===== config.mk =====
export PLATFORM = sky130hd
export DESIGN_NAME = ps_reg_controller
export DESIGN_NICKNAME = d
export VERILOG_FILES = /design/src/rtl/ps_ctrl_pkg.sv /design/src/rtl/ps_shift_reg.sv /design/src/rtl/ps_reg_controller.sv
export SDC_FILE = /design/constraint.sdc
export NUM_CORES = 1
export LEC_CHECK = 0
export CAP_MARGIN = 40
export CORE_AREA = 5 5 42 44
export CTS_CLUSTER_DIAMETER = 40
export CTS_CLUSTER_SIZE = 10
export DETAILED_ROUTE_END_ITERATION = 16
export DIE_AREA = 0 0 47 49
export DONT_BUFFER_PORTS = 1
export HOLD_SLACK_MARGIN = 0.03
export PLACE_DENSITY_LB_ADDON = 0.25
export SLEW_MARGIN = 20
export SYNTH_ARGS = -nofsm -noshare
export SYNTH_HDL_FRONTEND = slang
export SYNTH_HIERARCHICAL = 1
export SYNTH_SLANG_ARGS = --single-unit

===== constraint.sdc =====
create_clock -name clk -period 1.6 [get_ports clk]
set_clock_uncertainty 0.05 [all_clocks]
set_input_delay 0.32 -clock clk [delete_from_list [all_inputs] [get_ports clk]]
set_output_delay 0.32 -clock clk [all_outputs]
set_load 0.005 [all_outputs]

===== src/rtl/ps_ctrl_pkg.sv =====
// Shared types and defaults for the parallel/serial register controller.
package ps_ctrl_pkg;

  localparam int BITS_DEFAULT = 4;

  typedef enum logic [1:0] {
    IDLE  = 2'd0,
    SHIFT = 2'd1,
    DONE  = 2'd2
  } ps_state_t;

endpackage


===== src/rtl/ps_shift_reg.sv =====
// Loadable shift register, MSB out / LSB in; load wins over shift, otherwise holds.
// Zero latency: q reflects load/shift on the same edge; no backpressure of its own.
module ps_shift_reg
  import ps_ctrl_pkg::*;
#(
  parameter int BITS = BITS_DEFAULT
) (
  input  logic            clk,
  input  logic            reset,
  input  logic            load,
  input  logic            shift,
  input  logic [BITS-1:0] d,
  input  logic            sin,
  output logic [BITS-1:0] q
);

  always_ff @(posedge clk or posedge reset) begin
    if (reset) begin
      q <= '0;
    end else if (load) begin
      q <= d;
    end else if (shift) begin
      q <= {q[BITS-2:0], sin};
    end
  end

endmodule


===== src/rtl/ps_reg_controller.sv =====
// Serialises a parallel word MSB first while capturing ser_in; BITS shift cycles then a 1-cycle done.
// ser_ready low stalls the shift in place; start_valid is only honoured in IDLE without abort.
module ps_reg_controller
  import ps_ctrl_pkg::*;
#(
  parameter int BITS = BITS_DEFAULT
) (
  input  logic            clk,
  input  logic            reset,
  input  logic            start_valid,
  output logic            start_ready,
  input  logic [BITS-1:0] data_in,
  output logic            ser_out,
  output logic            ser_valid,
  input  logic            ser_ready,
  input  logic            ser_in,
  input  logic            abort,
  output logic            busy,
  output logic            done,
  output logic [BITS-1:0] par_out
);

  localparam int CW = $clog2(BITS);
  localparam logic [CW-1:0] LAST = CW'(BITS - 1);

  ps_state_t       state;
  logic [CW-1:0]   count;
  logic            load;
  logic            shift;
  logic [BITS-1:0] q;

  // abort outranks both acceptance and a pending transfer
  assign start_ready = (state == IDLE) && !abort;
  assign load        = start_ready && start_valid;
  assign shift       = (state == SHIFT) && ser_ready && !abort;
  assign ser_out     = ser_valid & q[BITS-1];
  assign par_out     = q;

  ps_shift_reg #(
    .BITS(BITS)
  ) u_reg (
    .clk  (clk),
    .reset(reset),
    .load (load),
    .shift(shift),
    .d    (data_in),
    .sin  (ser_in),
    .q    (q)
  );

  always_ff @(posedge clk or posedge reset) begin
    if (reset) begin
      state     <= IDLE;
      count     <= '0;
      busy      <= 1'b0;
      done      <= 1'b0;
      ser_valid <= 1'b0;
    end else begin
      done <= 1'b0;
      case (state)
        IDLE: begin
          if (load) begin
            state     <= SHIFT;
            count     <= '0;
            busy      <= 1'b1;
            ser_valid <= 1'b1;
          end
        end
        SHIFT: begin
          if (abort) begin
            state     <= IDLE;
            count     <= '0;
            busy      <= 1'b0;
            ser_valid <= 1'b0;
          end else if (ser_ready) begin
            if (count == LAST) begin
              state     <= DONE;
              count     <= '0;
              ser_valid <= 1'b0;
              done      <= 1'b1;
            end else begin
              count <= count + CW'(1);
            end
          end
        end
        DONE: begin
          state <= IDLE;
          count <= '0;
          busy  <= 1'b0;
        end
        default: begin
          state     <= IDLE;
          count     <= '0;
          busy      <= 1'b0;
          ser_valid <= 1'b0;
        end
      endcase
    end
  end

endmodule


== After elaboration in Yosys (flattened, before gate mapping) ==
Cells that the tools add are included.

* Add/sub/neg operators: 1
* Eq/ne operators: 7
* Mux-type cells: 23
* Bitwise operators: 2
* Reduce and logical (&&, ||, !) cells: 11

{| class="wikitable"
|+ Operators with widths
! cell !! count
|-
| 2-bit 2-to-1 mux || 8
|-
| 1-bit 2-to-1 mux || 9
|-
| 4-bit 2-to-1 mux || 2
|-
| 2-bit case mux with 2 select lines || 2
|-
| 2-bit equality test, second input constant || 2
|-
| 1-bit logical AND || 4
|-
| 2-bit != test, second input constant || 2
|-
| 2-bit AND reduction || 2
|-
| 4-bit AND reduction || 1
|-
| 3-bit by 2-bit != test with 1-bit output, second input constant || 1
|-
| 3-bit != test, second input constant || 1
|-
| 1-bit case mux with 3 select lines || 1
|-
| 3-bit AND reduction || 1
|-
| 2-bit by 1-bit adder with 2-bit output, second input constant || 1
|-
| 2-bit by 1-bit equality test with 1-bit output, second input constant || 1
|-
| 2-bit logical NOT || 1
|-
| 1-bit case mux with 2 select lines || 1
|-
| 2-bit nonzero test || 1
|-
| 1-bit bitwise AND || 1
|-
| 1-bit logical NOT || 1
|-
| 1-bit NOT || 1
|}

* Flip-flop bits (word level): 11
* Bits of input ports: 10
* Output and inout bits: 9
* Word-level logic and storage cells: 50

== Depth between registers and ports, before layout ==
Gate-level depths: netlist (run 1).

* Depth after elaboration: 5
* Depth in mapped cells: 6
* Depth with buffers taken out: 4

== By module ==
Netlist (run 1), hierarchy kept.

{| class="wikitable"
|+ Modules (own cells, without submodules)
! module !! times used !! cells each !! area an instance (µm²) !! sequential area each (µm²)
|-
| ps_reg_controller || 1 || 34 || 356.6 || 175.2
|-
| ps_shift_reg || 1 || 18 || 190.2 || 100.1
|}

== Least setup slack after synthesis (run 1) ==
No wires, ideal clock.

* Kind: register to register
* Start: reg state[1]
* End: reg u_reg.q[0]
* Setup time: 0.149 ns
* Data arrival time: 1.153 ns
* Data required time: 1.401 ns
* Setup slack: 0.248 ns
* Stages on the path, launching flop included: 7
* Path buffers: 2
* Period minus slack after synthesis: 1.352 ns
* Path through: dfrtp_1 > nor2_1 > and3_4 > buf_6 > buf_6 > mux2i_1 > o21ai_1

* Longest elaborated chain between the ends: 4
* Elaborated cells between the ends (all ways): 8
* Those cells by class: eq/ne (1); mux (1); reduce/logical (6)

{| class="wikitable"
|+ RTL lines
! element !! line !! source
|-
| from (decl) || ps_reg_controller.sv:26 || <nowiki>ps_state_t state;</nowiki>
|-
| from (signal assigned) || ps_reg_controller.sv:53 || <nowiki>state <= IDLE;</nowiki>
|-
| from (signal assigned) || ps_reg_controller.sv:63 || <nowiki>state <= SHIFT;</nowiki>
|-
| from (signal assigned) || ps_reg_controller.sv:71 || <nowiki>state <= IDLE;</nowiki>
|-
| 2-bit by 1-bit equality test with 1-bit output || ps_reg_controller.sv:35 || <nowiki>assign shift = (state == SHIFT) && ser_ready && !abort;</nowiki>
|-
| 1-bit logical AND (2 in series) || ps_reg_controller.sv:35 ||
|-
| named net shift || ps_reg_controller.sv:29 || <nowiki>logic shift;</nowiki>
|-
| 2-bit nonzero test (no source line) || -- ||
|-
| to (signal assigned) || ps_shift_reg.sv:23 || <nowiki>q <= {q[BITS-2:0], sin};</nowiki>
|-
| to (decl) || ps_shift_reg.sv:14 || <nowiki>output logic [BITS-1:0] q</nowiki>
|}

The timed path passes the listed nets, and every way through them passes these cells.
A chain may end at the register's enable or synchronous reset.

== Worst setup path after layout (run 1) ==
* Start: reg state[0]
* End: out start_ready

* Longest elaborated chain between the ends: 2

{| class="wikitable"
|+ RTL lines
! element !! line !! source
|-
| 2-bit logical NOT || ps_reg_controller.sv:33 || <nowiki>assign start_ready = (state == IDLE) && !abort;</nowiki>
|-
| 1-bit logical AND || ps_reg_controller.sv:33 ||
|-
| to (decl) || ps_reg_controller.sv:11 || <nowiki>output logic start_ready,</nowiki>
|}

Every way passes these cells.

==> reports/results.txt, run 1 <==
Outcome: finished clean
Htree depth: 1
Ys Warns: 6
Gr usage total: 10.2%
Final Slew Violations: 0
Pwr Density: 1130 nW/µm²
Family with the most delay on the worst path: flip-flops
CP Class: reg -> out
Place WS: 300 ps
Setup ws final: 222 ps
Initial Util: 39.0%
Root buffer cell: clkbuf_4
Syn Nets: 63
Slew @ Worst Pin: 288 ps
Area growth syn-to-layout: 7.55%
VDD IR max: 0.512 mV
CTS Sinks: 11
Clk buf depth: 2
Drt pass-1 iters: 4
Final period util: 86.1%
Buffers & Inverters on Critical Path: 0
WP data required: 1230 ps
Number of global-route vias before repair: 383
CP peak stage delay: 450 ps
Largest net degree at the start of global routing: 10
Final Hold Vio Count: 0
Synthesis-stage register bit count: 11
Initial detailed-routing violation count: 4
Yosys cell types: 18
Tot Pwr: 666 µW
Inserted Diodes: 0
Initial antenna violation count: 0
Rel. slew slack: 80.7%
Final HPWL DP: 795 µm
Drt drc: 0
Rows: 14
DR vias: 379
DIE AREA: 2300 µm²
Buffers on Ports: 0
Worst EP arrival: 1010 ps
Num CTS Buffers: 3
WL/cell: 14.5 µm
CTS tree: yes
Startpoint Class: flop
Max FO, Critical Path: 7
Leak Pwr: 0.000275 µW
Post-Synthesis Cell Area: 547 µm²
Min Tclk post-route: 1380 ps
Worst skew pair latency: 270 ps
Post-synthesis sequential area ratio: 50.3%
GP Congestion: 0.751
GRT overflow: 0
Ports: 19
Cts repair resizes: 0
CP endpoint kind: output pin
Post-synth EDFFs: 0
Die height: 49 µm
Drt total wl: 1040 µm
RSZ-0062 raised after global routing: no
Fin nets: 68
HP Class: in -> reg
Syn Area/Cell: 10.5 µm²
FMAX: 0.725 GHz
Most used DFF post-synth: dfrtp_1
Global-route wire length before repair: 1700 µm
Die Width: 47 µm
Final ANT Viol Nets: 0
CP Cell Sequence: nor3_1
Post-Synthesis Cells: 52
Core ar.: 1400 µm²
Slowest CP cell: dfrtp_1
Ys async rst share: 100%
Clk pin slew, worst setup/hold paths: 70 ps
Layout cells sized above 1: 12.5%
Vias per cell: 5.26
Final setup fails: 0
Final setup TNS: 0 ps
Max-cap violations: 0
-- registers in the layout, summed over array words and instances, names as in the netlist --
| signal | cells |
|---|---|
| u_reg/q | 4 |
| busy | 1 |
| ser_valid | 1 |
| state | 2 |
| done | 1 |
| count | 2 |
-- per-layer routing --
metal | vias up | part of all wire [%] | global-route usage (%)
li1 | 186 | - | -
met1 | 178 | 42 | 12.5
met2 | 13 | 46 | 14.3
met3 | 2 | 10 | 4.06
met4 | 0 | 1.6 | 6.91
met5 | - | 0 | 0
-- area by class of cell --
cell class                 count  area (µm²)
fill                         136         813
sequential                    11         275
multi-input combinational     36         238
clock buffer                   4        26.3
tap                           16        20.0
timing repair buffer           2        17.5
inverter                       3        11.3
-- worst paths after layout --
check	startpoint	end	slack (ps)	depth (start not counted)
setup / recovery	state[0]$_DFFE_PP0P_	start_ready	220	1
hold / removal	data_in[0]	u_reg/q[0]$_DFFE_PP0P_	120	2
setup reg to reg	state[1]$_DFFE_PP0P_	u_reg/q[1]$_DFFE_PP0P_	270	4
hold reg to reg	state[1]$_DFFE_PP0P_	busy$_DFFE_PP0P_	470	1
max in group asynchronous	reset	done$_DFF_PP0_	880	2
min in group asynchronous	reset	u_reg/q[0]$_DFFE_PP0P_	350	2
-- cell usage after synthesis (2+ instances only) --
cell type	count	area, µm²
nor3_1	2	10.0
buf_6	2	22.5
nand2b_1	4	25.0
nor2_1	3	11.3
a21oi_1	2	10.0
dfrtp_1	11	275
o21ai_1	4	20.0
mux2i_1	5	50.1
o2bb2ai_1	2	17.5
and2_4	2	17.5
inv_1	3	11.3
a21o_1	2	15.0
nand2_1	5	18.8
-- kinds of logic (layout without fill, tap and decap cells) --
family | count (synthesis) | count (layout) | synth area share (%)
and+or+nand+nor | 18 | 18 | 18.3
AOI/OAI and AO/OA | 12 | 12 | 13.7
DFF | 11 | 11 | 50.3
muxes | 5 | 5 | 9.15
buffers and inverters | 5 | 9 | 6.18
adders and majority gates | 1 | 1 | 2.29
-- per-stage QoR --
stage	utilization (%)	cells	hold WS, ps	cell area, µm²
after global routing	42.0	72	118	588
after detailed placement	39.4	67	59.3	552
after global placement	39.4	67	53.9	552
final	42.0	72	124	588
after floorplan	-	52	36.1	547
after CTS	42.0	72	125	588
-- power by group --
part	internal, µW	total (µW)	switching (µW)
Combinational	49.0	98.6	49.5
Sequential	321	368	46.4
Clock	96.7	199	102
-- placed cells by master, fill, tap and decap left out --
cell	n
nand2_1	5
clkbuf_4	3
mux2i_1	5
nand2b_1	4
a21o_1	2
o2bb2ai_1	2
inv_1	3
buf_4	1
and2_1	1
nor2_1	3
ha_1	1
a21oi_1	2
o21ai_1	4
nor3_1	2
clkbuf_1	1
and2_4	2
a211oi_1	1
o21ai_0	1
dfrtp_1	11
dlygate4sd3_1	1
and3_4	1
-- repair_timing --
item,4_1_cts,5_1_grt
endpoints found under the hold margin,11,0
hold buffers,1,0
setup endpoints to repair,0,0
buffers inserted,0,0
Note: power is estimated with default switching activity, not from simulation.
==> run 2, diff against run 1 <==
Settings changed: CAP_MARGIN 40 to 20, CELL_PAD_IN_SITES_DETAIL_PLACEMENT from default to 0, CELL_PAD_IN_SITES_GLOBAL_PLACEMENT from default to 1, CORE_AREA 5 5 42 44 to default, CORE_MARGIN from default to 5, CORE_UTILIZATION from default to 42, DIE_AREA 0 0 47 49 to default.
==> reports/results.txt, run 2 (same netlist as run 1, synthesis figures left out) <==
Most common cell after layout, fill and taps aside: dfrtp_1
Rel. slew slack: 76.7% (-4.0 points)
Commonest cells after routing, fill and taps aside: dfrtp_1, nand2_1, mux2i_1
RSZ-0062 raised after global routing: no
HP Class: in -> reg
VDD IR max: 0.392 mV (-24%)
Fillcell total: 120 (-12%)
Drt total wl: 958 µm (-8.1%)
WP data required: 1230 ps (about the same)
CP Cell Sequence: nor3_1
Number of global-route vias before repair: 365 (-4.7%)
CTS tree: yes
Die height: 46.1 µm (-6.0%)
Buffers on Ports: 0 (unchanged)
Final HPWL DP: 789 µm (-0.73%)
Rows: 13 (-1)
Final period util: 84.8% (-1.3 points)
Initial detailed-routing violation count: 9 (+5)
Largest regs: u_reg/q: 4 flops, count: 2 flops, state: 2 flops
Slew @ Worst Pin: 348 ps (+59.5 ps)
Largest register FFs: 4 (unchanged)
Htree depth: 1 (unchanged)
CTS Sinks: 11 (unchanged)
Startpoint Class: flop
GRT overflow: 0 (unchanged)
Initial Util: 43.1% (+4.1 points)
Largest net degree at the start of global routing: 10 (unchanged)
Max FO, Critical Path: 7 (unchanged)
Max-cap violations: 0 (unchanged)
Fin nets: 68 (unchanged)
Worst EP arrival: 990 ps (-20 ps)
Final setup TNS: 0 ps (unchanged)
Initial antenna violation count: 0 (unchanged)
Final Slew Violations: 0 (unchanged)
Cts repair resizes: 0 (unchanged)
Place WS: 313 ps (+12.9 ps)
Final ANT Viol Nets: 0 (unchanged)
Setup ws final: 243 ps (+21.2 ps)
CP endpoint kind: output pin
Buffers & Inverters on Critical Path: 0 (unchanged)
Num CTS Buffers: 3 (unchanged)
DIE AREA: 2120 µm² (-7.8%)
Pwr Density: 1110 nW/µm² (-1.6%)
WL/cell: 13.5 µm (-6.9%)
Clk buf depth: 2 (unchanged)
FMAX: 0.737 GHz (+1.6%)
Die Width: 46.1 µm (-2.0%)
Family with the most delay on the worst path: flip-flops
Final Hold Vio Count: 0 (unchanged)
Hold-fix buffers at CTS: 1 (unchanged)
Core ar.: 1270 µm² (-9.5%)
Layout cells sized above 1: 12.5% (unchanged)
Outcome: finished clean
GP Congestion: 0.786 (+4.7%)
Drt pass-1 iters: 4 (unchanged)
CP peak stage delay: 460 ps (about the same)
Reg with most FFs: u_reg/q
Root buffer cell: clkbuf_4
CP Class: reg -> out
Gr usage total: 10.4% (+0.13 points)
Worst skew pair latency: 260 ps (about the same)
Inserted Diodes: 0 (unchanged)
Leak Pwr: 0.000275 µW (unchanged)
Area growth syn-to-layout: 7.32%
Postcts setup bufs: 0 (unchanged)
Clk pin slew, worst setup/hold paths: 70 ps (about the same)
Vias per cell: 4.99 (-5.3%)
Ports: 19 (unchanged)
Global-route wire length before repair: 1520 µm (-10%)
Slowest CP cell: dfrtp_1
Min Tclk post-route: 1360 ps (-21.2 ps)
Final setup fails: 0 (unchanged)
R2R Setup Slk: 300 ps (+30 ps)
Drt drc: 0 (unchanged)
DR vias: 354 (-6.6%)
-- run 2: worst paths after layout --
check,startpoint,depth (start not counted),endpoint
max in group asynchronous,reset,2,count[0]$_DFFE_PP0P_
worst min register to register,state[1]$_DFFE_PP0P_,1,busy$_DFFE_PP0P_
worst max register to register,state[1]$_DFFE_PP0P_,4,u_reg/q[0]$_DFFE_PP0P_
worst min-delay path,data_in[2],2,u_reg/q[2]$_DFFE_PP0P_
worst max-delay path,state[0]$_DFFE_PP0P_,1,start_ready
min in group asynchronous,reset,2,u_reg/q[2]$_DFFE_PP0P_
-- run 2: metal layers --
metal	track usage [%]	share of wire, %
met1	11.9	44
met2	15.7	48
met3	4.30	7.6
met4	6.82	0.63
met5	0	0
-- run 2: area by class of cell --
| type | instances | area (µm²) | area share (%) |
|---|---|---|---|
| sequential | 11 | 275 | 46.9 |
| inverter | 3 | 11.3 | 1.92 |
| tap | 15 | 18.8 | 3.20 |
| multi-input combinational | 36 | 238 | 40.5 |
| clock buffer | 4 | 26.3 | 4.48 |
| timing repair buffer | 2 | 17.5 | 2.99 |
-- run 2: power by group --
| group | switching, µW | internal [µW] | leakage, µW |
|---|---|---|---|
| Clock | 91.4 | 96.3 | 0.0000150 |
| Sequential | 46.6 | 322 | 0.000138 |
| Combinational | 48.3 | 49.0 | 0.000121 |
-- run 2: stage by stage --
step                utilization, %  power [µW]  hold WS [ps]  cells  cell area (µm²)
floorplan                        -         448          36.1     52              547
global placement              43.4         469          47.5     66              551
detailed placement            43.4         474          50.6     66              551
CTS                           46.3         666           119     71              587
global route                  46.3         698           120     71              587
finish                        46.3         653           128     71              587
==> run 3, diff against run 2 <==
Settings changed: CORE_UTILIZATION 42 to 38.
Clock period 1.6 ns to 1.1 ns, I/O delays scaled along.
==> reports/results.txt, run 3 (same netlist as run 1, synthesis figures left out) <==
Reg2reg path depth: 6 (+2)
Commonest cells after routing, fill and taps aside: dfrtp_1, buf_4, o21ai_1, mux2i_1, dlygate4sd3_1
WHS Endpoint: ser_valid$_DFFE_PP0P_
Setup ws final: -150 ps (-392 ps)
Reg with most FFs: u_reg/q
Area growth syn-to-layout: 41.6%
WL/cell: 14.7 µm (+9.2%)
Slew @ Worst Pin: 338 ps (-9.42 ps)
DIE AREA: 2300 µm² (+8.2%)
Ports: 19 (unchanged)
DR vias: 446 (+26%)
Psw: 310 µW (+67%)
Number of global-route vias before repair: 487 (+33%)
Largest net degree at the start of global routing: 10 (unchanged)
Vias per cell: 5.19 (+4.0%)
Die height: 47.9 µm (+4.0%)
Drt pass-1 iters: 4 (unchanged)
Fillcell total: 123 (+2.5%)
Startpoint Class: flop
Final ANT Viol Nets: 0 (unchanged)
Num CTS Buffers: 3 (unchanged)
Global-route wire length before repair: 2020 µm (+33%)
Hold Crit Start: abort
Initial antenna violation count: 0 (unchanged)
Clk pin slew, worst setup/hold paths: 70 ps (about the same)
Reg-to-reg critical path endpoint: u_reg/q[2]$_DFFE_PP0P_
Share of power burned in the clock network: 26.8% (-1.9 points)
Buffers on Ports: 0 (unchanged)
Failing checks: negative setup slack
Max FO, Critical Path: 4 (-3)
Largest regs: u_reg/q: 4 flops, count: 2 flops, state: 2 flops
Global route hottest layer: met2
Gr usage total: 13.7% (+3.3 points)
Initial Util: 41.0% (-2.1 points)
Pwr Density: 1350 nW/µm² (+21%)
CP endpoint kind: output pin
Hold Crit Depth: 3 (+1)
Met2 usage in global routing: 23.0% (+7.3 points)
Sw Share: 29.7% (+1.2 points)
Leak Pwr: 0.000361 µW (+32%)
Worst EP arrival: 980 ps (about the same)
Reg power frac: 50.7% (-5.7 points)
Worst skew pair latency: 280 ps (+20 ps)
FF-to-FF Start: state[1]$_DFFE_PP0P_
Htree depth: 1 (unchanged)
Area post-placement: 601 µm² (+9.1%)
GP Congestion: 0.696 (-11%)
Largest register FFs: 4 (unchanged)
WP data required: 830 ps (-400 ps)
Gate power share: 22.6% (+7.7 points)
RSZ-0062 raised after global routing: yes
Core ar.: 1330 µm² (+5.1%)
Internal Power: 736 µW (+58%)
Drt total wl: 1270 µm (+32%)
Layout cells sized above 1: 38.0% (+26 points)
Initial detailed-routing violation count: 2 (-7)
Die Width: 47.9 µm (+4.0%)
VDD IR max: 0.714 mV (+82%)
HP Class: in -> reg
R2R Setup Slk: -150 ps (-450 ps)
Max-cap violations: 0 (unchanged)
Fin nets: 83 (+22%)
Clk buf depth: 2 (unchanged)
Most common cell after layout, fill and taps aside: dfrtp_1
Inserted Diodes: 0 (unchanged)
Final Hold Vio Count: 0 (unchanged)
FMAX: 0.800 GHz
Final setup fails: 11 (+11)
CTS tree: yes
Final HPWL DP: 844 µm (+7.0%)
Post-route cell area: 774 µm² (+32%)
Outcome: complete, but fails checks
Drt drc: 0 (unchanged)
Rows: 13 (unchanged)
Final period util: 114%
CP Class: reg -> out
Rel. slew slack: 76.8% (+0.12 points)
Final hold slack: 53.0 ps (-74.8 ps)
Final Slew Violations: 0 (unchanged)
Root buffer cell: clkbuf_4
Min Tclk post-route: 1250 ps
GRT met3 Usage: 8.27% (+4.0 points)
GRT overflow: 0 (unchanged)
Met1 usage: 12.3% (+0.46 points)
CTS Sinks: 11 (unchanged)
[run 3: cell types whose count changed in the layout (fill, tap and decap cells not counted), sizes merged]
cell,previous run,this run
dlygate4sd3,1,5
buf,1,12
[run 3: power by group through the flow]
stage / combinational (µW) / clock [µW] / sequential (µW)
finish: 236 / 280 / 530
global route: 261 / 311 / 540
CTS: 209 / 296 / 531
detailed placement: 168 / 0 / 542
global placement: 161 / 0 / 540
floorplan: 126 / 0 / 527
[run 3: timing repair]
action                     in CTS  in global routing
setup endpoints to repair      12                 12
hold buffers                    5                  0
gates resized for setup         6                 11
hold endpoints to repair       15                  0
pin swaps                       5                  5
setup buffers                   4                  0
gates cloned                    0                  1
[run 3: worst max-delay path: stages, from the launching register on]
cell and delay, ps:
dfrtp_1 400, buf_6 140, nor3_4 160
[run 3: how the worst max path moves through the flow]
stage               slack (ps)            startpoint                endpoint  cells past startpoint
global placement           -90  state[1]$_DFFE_PP0P_  u_reg/q[0]$_DFFE_PP0P_                      4
floorplan                 -230  state[1]$_DFFE_PP0P_  u_reg/q[0]$_DFFE_PP0P_                      6
finish                    -150  state[1]$_DFFE_PP0P_             start_ready                      2
detailed placement        -100  state[1]$_DFFE_PP0P_  u_reg/q[0]$_DFFE_PP0P_                      4
global route              -220  state[1]$_DFFE_PP0P_  u_reg/q[2]$_DFFE_PP0P_                      6
CTS                       -160  state[1]$_DFFE_PP0P_             start_ready                      2
[run 3: metal layers]
metal | part of all wire, % | up-vias
li1 | - | 217
met1 | 35 | 209
met2 | 53 | 16
met3 | 9.9 | 4
met4 | 1.7 | 0
met5 | 0 | -
[run 3: area by class of cell]
| cell class | count | area (µm²) | area share, % |
|---|---|---|---|
| clock buffer | 4 | 26.3 | 3.39 |
| inverter | 3 | 11.3 | 1.45 |
| multi-input combinational | 36 | 288 | 37.2 |
| sequential | 11 | 275 | 35.5 |
| tap | 15 | 18.8 | 2.42 |
| timing repair buffer | 17 | 155 | 20.0 |
[run 3: through the flow]
step	cells	worst slack (ps)	TNS, ps	utilization, %	power [µW]
5_1_grt	86	-217	-1770	58.1	1110
6_report	86	-150	-976	58.1	1050
3_3_place_gp	72	-90.3	-492	45.0	701
4_1_cts	85	-157	-1130	54.7	1040
2_1_floorplan	52	-235	-951	-	654
3_5_place_dp	72	-98.1	-565	45.0	711
